## src/rtl/inst_loader.sv

```systemverilog
// inst_loader: loads a length-prefixed, XOR-checksummed byte stream into instruction RAM
// and holds the CPU in reset until a load completes with a matching checksum.
module inst_loader #(
    parameter int ADDR_W = 6
) (
    input  logic              clk,
    input  logic              rst,
    input  logic              start,
    input  logic              in_valid,
    input  logic [7:0]        in_data,
    output logic              in_ready,
    output logic              im_we,
    output logic [ADDR_W-1:0] im_addr,
    output logic [31:0]       im_wdata,
    output logic              cpu_rst,
    output logic              busy,
    output logic              done,
    output logic              err,
    output logic [ADDR_W:0]   word_cnt
);
    typedef enum logic [2:0] {IDLE, LEN, DATA, WRITE, CSUM, DONE, ERR} state_t;

    localparam logic [ADDR_W:0] DEPTH = {1'b1, {ADDR_W{1'b0}}};

    state_t            r_state;
    state_t            w_next;
    logic              r_cpu_rst;
    logic [ADDR_W:0]   r_n;
    logic [ADDR_W:0]   r_word_cnt;
    logic [1:0]        r_bidx;
    logic [7:0]        r_xor;
    logic [31:0]       r_word;
    logic [ADDR_W-1:0] r_im_addr;
    logic [31:0]       r_im_wdata;
    logic              r_done;
    logic              r_err;
    logic              w_hs;
    logic              w_len_sat;
    logic [ADDR_W:0]   w_len;
    logic [ADDR_W:0]   w_cnt_inc;
    logic [31:0]       w_word_next;

    assign in_ready    = (r_state == LEN) || (r_state == DATA) || (r_state == CSUM);
    assign busy        = in_ready || (r_state == WRITE);
    assign im_we       = (r_state == WRITE);
    assign im_addr     = r_im_addr;
    assign im_wdata    = r_im_wdata;
    assign cpu_rst     = r_cpu_rst;
    assign done        = r_done;
    assign err         = r_err;
    assign word_cnt    = r_word_cnt;
    assign w_hs        = in_valid && in_ready;
    assign w_cnt_inc   = r_word_cnt + 1'b1;
    assign w_word_next = {r_word[23:0], in_data};
    // Zero and anything above the RAM depth both mean a full-depth load.
    assign w_len_sat   = (in_data == 8'd0) || (32'(in_data) > 32'(DEPTH));
    assign w_len       = w_len_sat ? DEPTH : (ADDR_W+1)'(in_data);

    always_comb begin
        w_next = r_state;
        unique case (r_state)
            IDLE, DONE, ERR: w_next = start ? LEN : r_state;
            LEN:             w_next = w_hs ? DATA : LEN;
            DATA:            w_next = (w_hs && r_bidx == 2'd3) ? WRITE : DATA;
            WRITE:           w_next = (w_cnt_inc == r_n) ? CSUM : DATA;
            CSUM:            w_next = w_hs ? ((in_data == r_xor) ? DONE : ERR) : CSUM;
            default:         w_next = IDLE;
        endcase
    end

    always_ff @(posedge clk or posedge rst) begin
        if (rst) begin
            r_state    <= IDLE;
            r_cpu_rst  <= 1'b1;
            r_n        <= '0;
            r_word_cnt <= '0;
            r_bidx     <= '0;
            r_xor      <= '0;
            r_word     <= '0;
            r_im_addr  <= '0;
            r_im_wdata <= '0;
            r_done     <= 1'b0;
            r_err      <= 1'b0;
        end else begin
            r_state   <= w_next;
            r_cpu_rst <= !(w_next == IDLE || w_next == DONE);
            if (r_state != LEN && w_next == LEN) begin
                r_word_cnt <= '0;
                r_bidx     <= '0;
                r_xor      <= '0;
                r_done     <= 1'b0;
                r_err      <= 1'b0;
            end
            if (r_state == LEN && w_hs)
                r_n <= w_len;
            if (r_state == DATA && w_hs) begin
                r_word <= w_word_next;
                r_xor  <= r_xor ^ in_data;
                r_bidx <= r_bidx + 1'b1;
                // The RAM port registers only change when a whole word is ready.
                if (r_bidx == 2'd3) begin
                    r_im_wdata <= w_word_next;
                    r_im_addr  <= r_word_cnt[ADDR_W-1:0];
                end
            end
            if (r_state == WRITE)
                r_word_cnt <= w_cnt_inc;
            if (r_state == CSUM && w_hs) begin
                r_done <= (in_data == r_xor);
                r_err  <= (in_data != r_xor);
            end
        end
    end
endmodule
```

## config.mk

```make
export PLATFORM = sky130hd
export DESIGN_NAME = inst_loader
export DESIGN_NICKNAME = d
export VERILOG_FILES = /design/src/rtl/inst_loader.sv
export SDC_FILE = /design/constraint.sdc
export NUM_CORES = 1
export LEC_CHECK = 0
export BUFFER_PORTS_ARGS = -buffer_cell sky130_fd_sc_hd__buf_2
export CAP_MARGIN = 20
export CORE_ASPECT_RATIO = 2
export CORE_MARGIN = 1
export CORE_UTILIZATION = 56
export DETAILED_ROUTE_END_ITERATION = 10
export GPL_TIMING_DRIVEN = 0
export PLACE_DENSITY = 0.87
export SETUP_SLACK_MARGIN = 0.05
export SYNTH_ARGS = -nofsm -noshare
export SYNTH_HDL_FRONTEND = slang
export SYNTH_SLANG_ARGS = --single-unit
```

## constraint.sdc

```tcl
create_clock -name clk -period 4.3 [get_ports clk]
set_input_delay 0.86 -clock clk [delete_from_list [all_inputs] [get_ports clk]]
set_output_delay 0.86 -clock clk [all_outputs]
set_load 0.1 [all_outputs]
```

# Word level (Yosys, flattened, before mapping)
# Cells that the tools add are included.
# op_classes
muxes	17
reduce_logical	20
magnitude_cmp	1
n_eq_ne	13
addsub	2
bitwise_logic	1
# op_table
operator	count
$mux W7	3
$mux W8	2
$pmux W3 S5	1
$eq A3 B3 Y1 const B	4
$mux W2	5
$eq A8 B8 Y1	1
$gt A8 B7 Y1 const B	1
$logic_not A8 Y1	1
$ne A8 B8 Y1	1
$xor A8 B8 Y8	1
$add A7 B1 Y7 const B	1
$eq A7 B7 Y1	1
$eq A3 B1 Y1 const B	2
$eq A3 B2 Y1 const B	2
$logic_and A1 B1 Y1	6
$logic_not A3 Y1	2
$mux W3	2
$reduce_bool A2 Y1	3
$logic_or A1 B1 Y1	5
$mux W1	4
$ne A3 B1 Y1 const B	1
$reduce_or A3 Y1	1
$add A2 B1 Y2 const B	1
$eq A2 B2 Y1 const B	1
other kinds (2)	2
# word_totals
out_inout_bits	51
inputBits	12
wordCells	65
regBits	92

# Depth between registers and ports, before layout
# Gate-level depths: netlist of run 1.
# logic_depth
ltp_word	11
mapped_depth	8

# Least setup slack after synthesis of run 1
# OpenSTA, ideal clock, no wires.
# synth_timing
path_kind	register -> output
startpoint	register r_state[1]
endpoint	output busy
path_slack_ns	1.130
t_arrival_ns	2.310
path_stages_with_launch	5
path_buffers	1
cell_sequence	dfrtp_1 > clkbuf_1 > nor2b_1 > o31a_1 > or2_2
# synth_via
elab_chain_cells	4
# synth_rtl
element	line_no	rtl
start: declaration	25	state_t r_state;
start signal: assignment	85	r_state <= w_next;
$eq A3 B1 Y1 or $eq A3 B2 Y1 (tied branches)	43	assign in_ready = (r_state == LEN) || (r_state == DATA) || (r_state == CSUM);
$logic_or A1 B1 Y1	43	
$logic_or A1 B1 Y1 (*)	43	
net in_ready	11	output logic in_ready,
$logic_or A1 B1 Y1 (*)	44	assign busy = in_ready || (r_state == WRITE);
end: declaration	16	output logic busy,
# The timed path passes the listed nets; every way through them passes the cells marked *.

# Worst setup path after layout of run 1
# layout_timing
startpoint	register r_state[1]
endpoint	output busy
# layout_via
elab_chain_cells	4
# layout_rtl
element	line_no
$eq A3 B1 Y1 or $eq A3 B2 Y1 (tied branches)	43
$logic_or A1 B1 Y1 (2 in series)	43
$logic_or A1 B1 Y1 (*)	44
# Every way passes the cells marked *; elsewhere a longest branch is shown, timed or not.

==> results.toml, run 1 <==
[timing]
finalHoldViolCount = 0
layout_worst_path_cycle_share_pct = 72.6
worst_clock_skew_ns = 0.00875
maxClockFrequency_mhz = 320
drv_slew = 0
setup_viol = 0
transition_time_at_the_pin_with_the_least_slew_margin_ns = 0.477
min_period_ns = 3.12
grt_setup_unrepaired = "false"
total_neg_setup_slack_ns = 0
relative_max_transition_margin_pct = 67.4

[floorplanning]
start_util_pct = 58.4
core_ar_mm2 = 0.00699
die-area_mm2 = 0.00765
die-height_um = 123
rows = 43
die_width_um = 62.4
floorplan.io_pins = 63

[clock_network]
clock_tree.htree_level_count = 3
clock_buffer_depth = 2
tritoncts_sinks = 92
ctsRootBufferMaster = "clkbuf_16"
clk_latency_ns = 0.34
cts_inserted_buffers = 9
cts_hold_buffers = 0
tritoncts = "yes"
postcts_resize_cnt = 0
cts_setup_buffers = 0
clkTransAtPathRegs_ns = 0.07

[place]
portBuffers = 62
globalplace.congestion = 0.934
detailed_place_hpwl_um = 6340

[global_routing]
initial_antenna_violation_count = 0
grt_start_max_net_pins = 55
vias_in_the_first_global_route = 3103
grt_total_ovfl = 0
overall_global_routing_usage_pct = 25.2
grt_pass1_wl_um = 14600

[routing]
remaining_drc_errors = 0
drt.antenna.violating_nets = 0
routed_wire_length_per_instance_um = 16.0
drt_pass1_iterations = 4
via_count = 3057
detail_route.vias_per_cell = 5.57
wl_um = 8810
detail_route.iter0.violations = 155

[setup_path]
r2r-start = "word_cnt[0]$_DFFE_PP0P_"
chain_of_cells_forming_the_critical_path = "clkbuf_1 -> nand2_1 -> or2_2 -> inv_1 -> or2_2 -> buf_2"
slowest_stage_cell_on_the_critical_path = "buf_2"
required_ns = 3.44
reg2reg_to = "r_state[1]$_DFF_PP0_"
critPathTopFamily = "buffers and inverters"
critical-path-max-stage-delay_ns = 0.41
r2r_cells = 6
timing.setup.critical_path_class = "flop to output pin"
worst_ep_arrival_time_ns = 2.26
worstSetupPathDepth = 6
critical_path.endpoint_type = "output pin"
cp_common_cell = "or2_2"
critPathCapture = "busy"
critical_path.startpoint_type = "flop"
cp_num_buf_inv = 3
crit_fanout = 10
critPathLaunch = "r_state[1]$_DFF_PP0_"
register_to_register_setup_slack_ns = 2.20

[finish]
fillers = 534
post_route_cells_drive_above_1_share_pct = 29.4
antennaDiodeCount = 0
most_common_cell_after_layout_fill_and_taps_aside = "dfrtp_1"
syn2layout_area_growth_pct = 18.1
nNetsFinal = 468
final_core_util_pct = 68.9
layout_common_cells = "91 x dfrtp_1, 87 x nand2_1, 68 x buf_2"

[power_and_ir_drop]
power_density_mw_per_mm2 = 838
ir_worst_vdd_mv = 0.623
leakage_nw = 2.50

[hold_path]
holdCritStartpoint = "r_word[20]$_DFFE_PP0P_"
hold_depth = 2
min_path_type = "flop to flop"

[synthesis]
synthesis.yosys.warnings = 0
synth-seq-cells = 92
postSynthCellCount = 380
avgSynthCellArea_um2 = 10.7
synthesis.nets = 394
synthesized_cell_area_mm2 = 0.00408
synth.yosys.seq_area_share_pct = 56.4
post_synth_num_cell_types = 44

[run]
maxCapViolations = 0

[status]
run_status = "completed"
## worst register-to-register path: stages, from the launching register on
cell     delay, ns
dfrtp_1       0.52
ha_1          0.33
nand3_1       0.09
or2_2         0.32
xnor2_1       0.13
nor4_1        0.41
o21ai_0       0.15
## through the flow
| stage | hold slack, ns | worst slack (ns) | instances | power (mW) | cell area [um2] |
|---|---|---|---|---|---|
| finish | 0.473 | 1.18 | 549 | 4.04 | 4820 |
| detailed placement | 0.461 | 1.57 | 533 | 3.29 | 4530 |
| CTS | 0.479 | 1.20 | 549 | 4.05 | 4820 |
| global placement | 0.455 | 0.238 | 532 | 3.23 | 4500 |
| floorplan | 0.442 | 1.05 | 380 | 2.93 | 4080 |
| global route | 0.503 | 1.08 | 549 | 4.22 | 4820 |
## registers in the layout, summed over array words and instances, names as in the netlist
name and flops:
err 1, r_word 24, r_n 7, cpu_rst 1, im_addr 6, r_state 3, im_wdata 32, done 1
word_cnt 7, r_bidx 2, r_xor 8
## per-layer routing
layer	routed length [um]	global-route usage, %	up-vias
met4	303	15.3	0
li1	-	-	1427
met5	0	0	-
met2	4760	44.3	75
met1	3450	28.5	1528
met3	294	4.00	27
## where the power goes
part / total (mW) / switching [mW] / internal, mW
Clock: 0.752 / 0.327 / 0.425
Combinational: 1.94 / 1.51 / 0.427
Sequential: 1.35 / 0.197 / 1.15
## cell usage after synthesis
library cell	count	area share (%)
a21o_1	1	0.18
nor3_1	5	0.61
a22o_1	6	1.3
dfrtp_1	91	56
clkbuf_1	10	0.92
o21ba_2	1	0.25
o21bai_1	1	0.18
buf_1	2	0.18
a2bb2oi_1	1	0.21
ha_1	2	0.61
nand4_1	3	0.46
and2_1	1	0.15
a2111oi_0	3	0.64
o21ai_0	14	1.7
buf_2	6	0.74
xnor2_1	15	3.2
nand3b_1	1	0.18
nor2b_1	6	0.92
nor4_1	1	0.15
o31a_1	1	0.21
a21oi_1	12	1.5
inv_1	5	0.46
xor2_1	11	2.4
mux2i_1	2	0.49
o32a_1	1	0.25
o21a_1	1	0.18
or4_1	1	0.18
o22ai_1	4	0.61
o221a_2	1	0.28
or3b_2	1	0.21
nand2_1	87	8.0
nor2_4	1	0.28
nor3b_1	1	0.18
a211oi_1	1	0.18
nor2_1	19	1.7
nand2b_1	4	0.61
mux2_2	37	10
dfstp_2	1	0.64
or3_1	1	0.15
or2_2	6	0.92
a21bo_2	1	0.25
nor3_4	1	0.40
nand3_1	9	1.1
a21boi_0	1	0.18
## cells by family (layout without fill, tap and decap cells)
logic type	Yosys count	after routing	synth area share [%]
fa+ha+maj	2	2	0.613
compound gates	50	50	8.09
xor+xnor	26	26	5.58
simple gates	148	148	16.3
buf+inv	23	102	2.30
mux	39	39	10.7
flops	92	92	56.4
## layout make-up
cell class / instances / area [um2] / area share, %
Inverter: 5 / 21.3 / 0.441
Buffer: 18 / 75.1 / 1.56
Timing Repair Buffer: 63 / 338 / 7.01
Tap cell: 90 / 113 / 2.34
Multi-Input combinational cell: 265 / 1680 / 34.9
Clock inverter: 4 / 31.3 / 0.649
Clock buffer: 12 / 256 / 5.32
Sequential cell: 92 / 2300 / 47.8
## worst min-delay path by stage
stage | to | slack, ns
2_1_floorplan | r_word[16]$_DFFE_PP0P_ | 0.44
3_3_place_gp | r_word[20]$_DFFE_PP0P_ | 0.45
3_5_place_dp | r_word[22]$_DFFE_PP0P_ | 0.46
4_1_cts | r_word[20]$_DFFE_PP0P_ | 0.48
5_1_grt | done$_DFFE_PP0P_ | 0.50
6_report | r_word[20]$_DFFE_PP0P_ | 0.47
No activity file was read; power rests on OpenSTA's default activity.
==> run 2, diff against run 1 <==
- ABC_AREA: not set -> 1
- CORE_UTILIZATION: 56 -> 51
- PLACE_DENSITY: 0.87 -> 0.84
- clock period: 4.3 -> 2.7 ns (I/O delays scaled with it)
==> results.toml, run 2 <==
[status]
run_status = "completed"

[timing]
transition_time_at_the_pin_with_the_least_slew_margin_ns = 0.715
drv_slew = 0
total_neg_setup_slack_ns = 0
min_period_ns = 2.49
setup_viol = 0
maxClockFrequency_mhz = 402
layout_worst_path_cycle_share_pct = 92.1
layout_setup_ws_ns = 0.213
relative_max_transition_margin_pct = 52.4
worst_clock_skew_ns = 0.00578
grt_setup_unrepaired = "false"
finalHoldViolCount = 0

[setup_path]
timing.setup.critical_path_class = "flop to output pin"
critical_path.startpoint_type = "flop"
critical_path.endpoint_type = "output pin"
required_ns = 2.16
worst_ep_arrival_time_ns = 1.95
crit_fanout = 10
r2r-start = "word_cnt[0]$_DFFE_PP0P_"
register_to_register_setup_slack_ns = 0.60
reg2reg_to = "r_xor[5]$_DFFE_PP0P_"
r2r_cells = 11

[clock_network]
tritoncts = "yes"
ctsRootBufferMaster = "clkbuf_16"
postcts_resize_cnt = 0
clk_latency_ns = 0.34
clkTransAtPathRegs_ns = 0.07
clock_buffer_depth = 2
cts_setup_buffers = 0
tritoncts_sinks = 92
cts_hold_buffers = 0
cts_inserted_buffers = 9
clock_tree.htree_level_count = 3

[synthesis]
postSynth.topFlopCell = "dfrtp_1"
synth-seq-cells = 92
post_synth_num_cell_types = 34
synth_enable_flop_cells = 0
post_synth_main_area_contributors = "dfrtp_1 55%, nand2_1 11%, o21ai_0 7.8%"
synthesis.nets = 469
synth_top_cell_area_share_pct = 55.5
synthDominantAreaCellType = "dfrtp_1"
synthArstFlopShare_pct = 100
avgSynthCellArea_um2 = 9.02
synth_top_cells_by_count = "123 x nand2_1, 91 x dfrtp_1, 64 x o21ai_0, 57 x inv_1, 33 x nand3_1"
synth.yosys.seq_area_share_pct = 56.1
synthesized_cell_area_mm2 = 0.00411
synthesis.yosys.warnings = 0
post-synth-top-count-cell = "nand2_1"
postSynthCellCount = 455

[floorplanning]
die_width_um = 65.4
die-height_um = 129
start_util_pct = 52.1
core_ar_mm2 = 0.00789
floorplan.io_pins = 63
rows = 46
die-area_mm2 = 0.00843

[routing]
detail_route.iter0.violations = 182
detail_route.vias_per_cell = 5.23
drt_pass1_iterations = 4
routed_wire_length_per_instance_um = 14.8
wl_um = 9360
remaining_drc_errors = 0
drt.antenna.violating_nets = 0
via_count = 3300

[finish]
post_route_cells_drive_above_1_share_pct = 23.7
layout_common_cells = "123 x nand2_1, 91 x dfrtp_1, 64 x o21ai_0, 64 x buf_2, 56 x inv_1"
fin_area_mm2 = 0.00487
max_reg_flops = 32
final_core_util_pct = 61.7
antennaDiodeCount = 0
most_common_cell_after_layout_fill_and_taps_aside = "nand2_1"
nNetsFinal = 544
syn2layout_area_growth_pct = 18.5

[run]
maxCapViolations = 0

[place]
detailed_place_hpwl_um = 6960
postPlaceCellArea_mm2 = 0.00458
dp_slack_ns = 0.487
portBuffers = 62
globalplace.congestion = 0.861

[global_routing]
grt_total_ovfl = 0
grt_pass1_wl_um = 15400
grt_start_max_net_pins = 44
vias_in_the_first_global_route = 3257
initial_antenna_violation_count = 0
overall_global_routing_usage_pct = 24.7

[hold_path]
min_path_type = "input pin to asynchronous set/reset pin"
## run 2: layer usage
metal  vias up  wire length [um]  GRT usage (%)  share of wire (%)
met5         -                 0              0                  0
met4         0               280           13.6                3.0
li1       1596                 -              -                  -
met1      1583              3610           28.2                 39
met2       101              5100           42.3                 54
met3        20               371           4.70                4.0
## run 2: layout make-up
type	count	area (um2)
clock buffers	9	225
repair buffers	64	353
flip-flops and latches	92	2300
multi-input cells	288	1490
well taps	96	120
clock inverters	7	58.8
fillers	633	3020
plain buffers	16	87.6
inverters	59	225
## run 2: cell families (layout without fill, tap and decap cells)
family | Yosys count | in the layout | synth area share (%)
fa+ha+maj | 2 | 2 | 0.609
simple gates | 199 | 199 | 23.0
compound gates | 72 | 72 | 9.02
mux | 5 | 5 | 1.37
flops | 92 | 92 | 56.1
xor+xnor | 10 | 10 | 2.32
buf+inv | 75 | 155 | 7.53
## run 2: critical path: stages, from the launching register on
cell and delay, ns:
dfrtp_1 0.44, nand2_1 0.11, nor2_1 0.27, buf_6 0.20, inv_1 0.15, nand2_1 0.11
clkbuf_4 0.32
## run 2: through the flow
step	cells	hold slack, ns
global placement	613	0.460
finish	631	0.214
floorplan	455	0.449
CTS	631	0.216
global route	631	0.218
detailed placement	615	0.469
## run 2: worst max-delay path by stage
stage,startpoint,to,slack (ns),depth (start not counted)
after floorplan,word_cnt[1]$_DFFE_PP0P_,word_cnt[0]$_DFFE_PP0P_,0.15,12
after global placement,in_data[0],word_cnt[1]$_DFFE_PP0P_,0.54,10
after detailed placement,in_data[0],r_xor[3]$_DFFE_PP0P_,0.49,10
after CTS,r_state[1]$_DFF_PP0_,busy,0.13,6
after global routing,r_state[1]$_DFF_PP0_,busy,0.12,6
final,r_state[1]$_DFF_PP0_,busy,0.21,6
Power of run 2 is not shown: default switching activity piles up to over one toggle a cycle in this logic, so the estimate is an artifact.
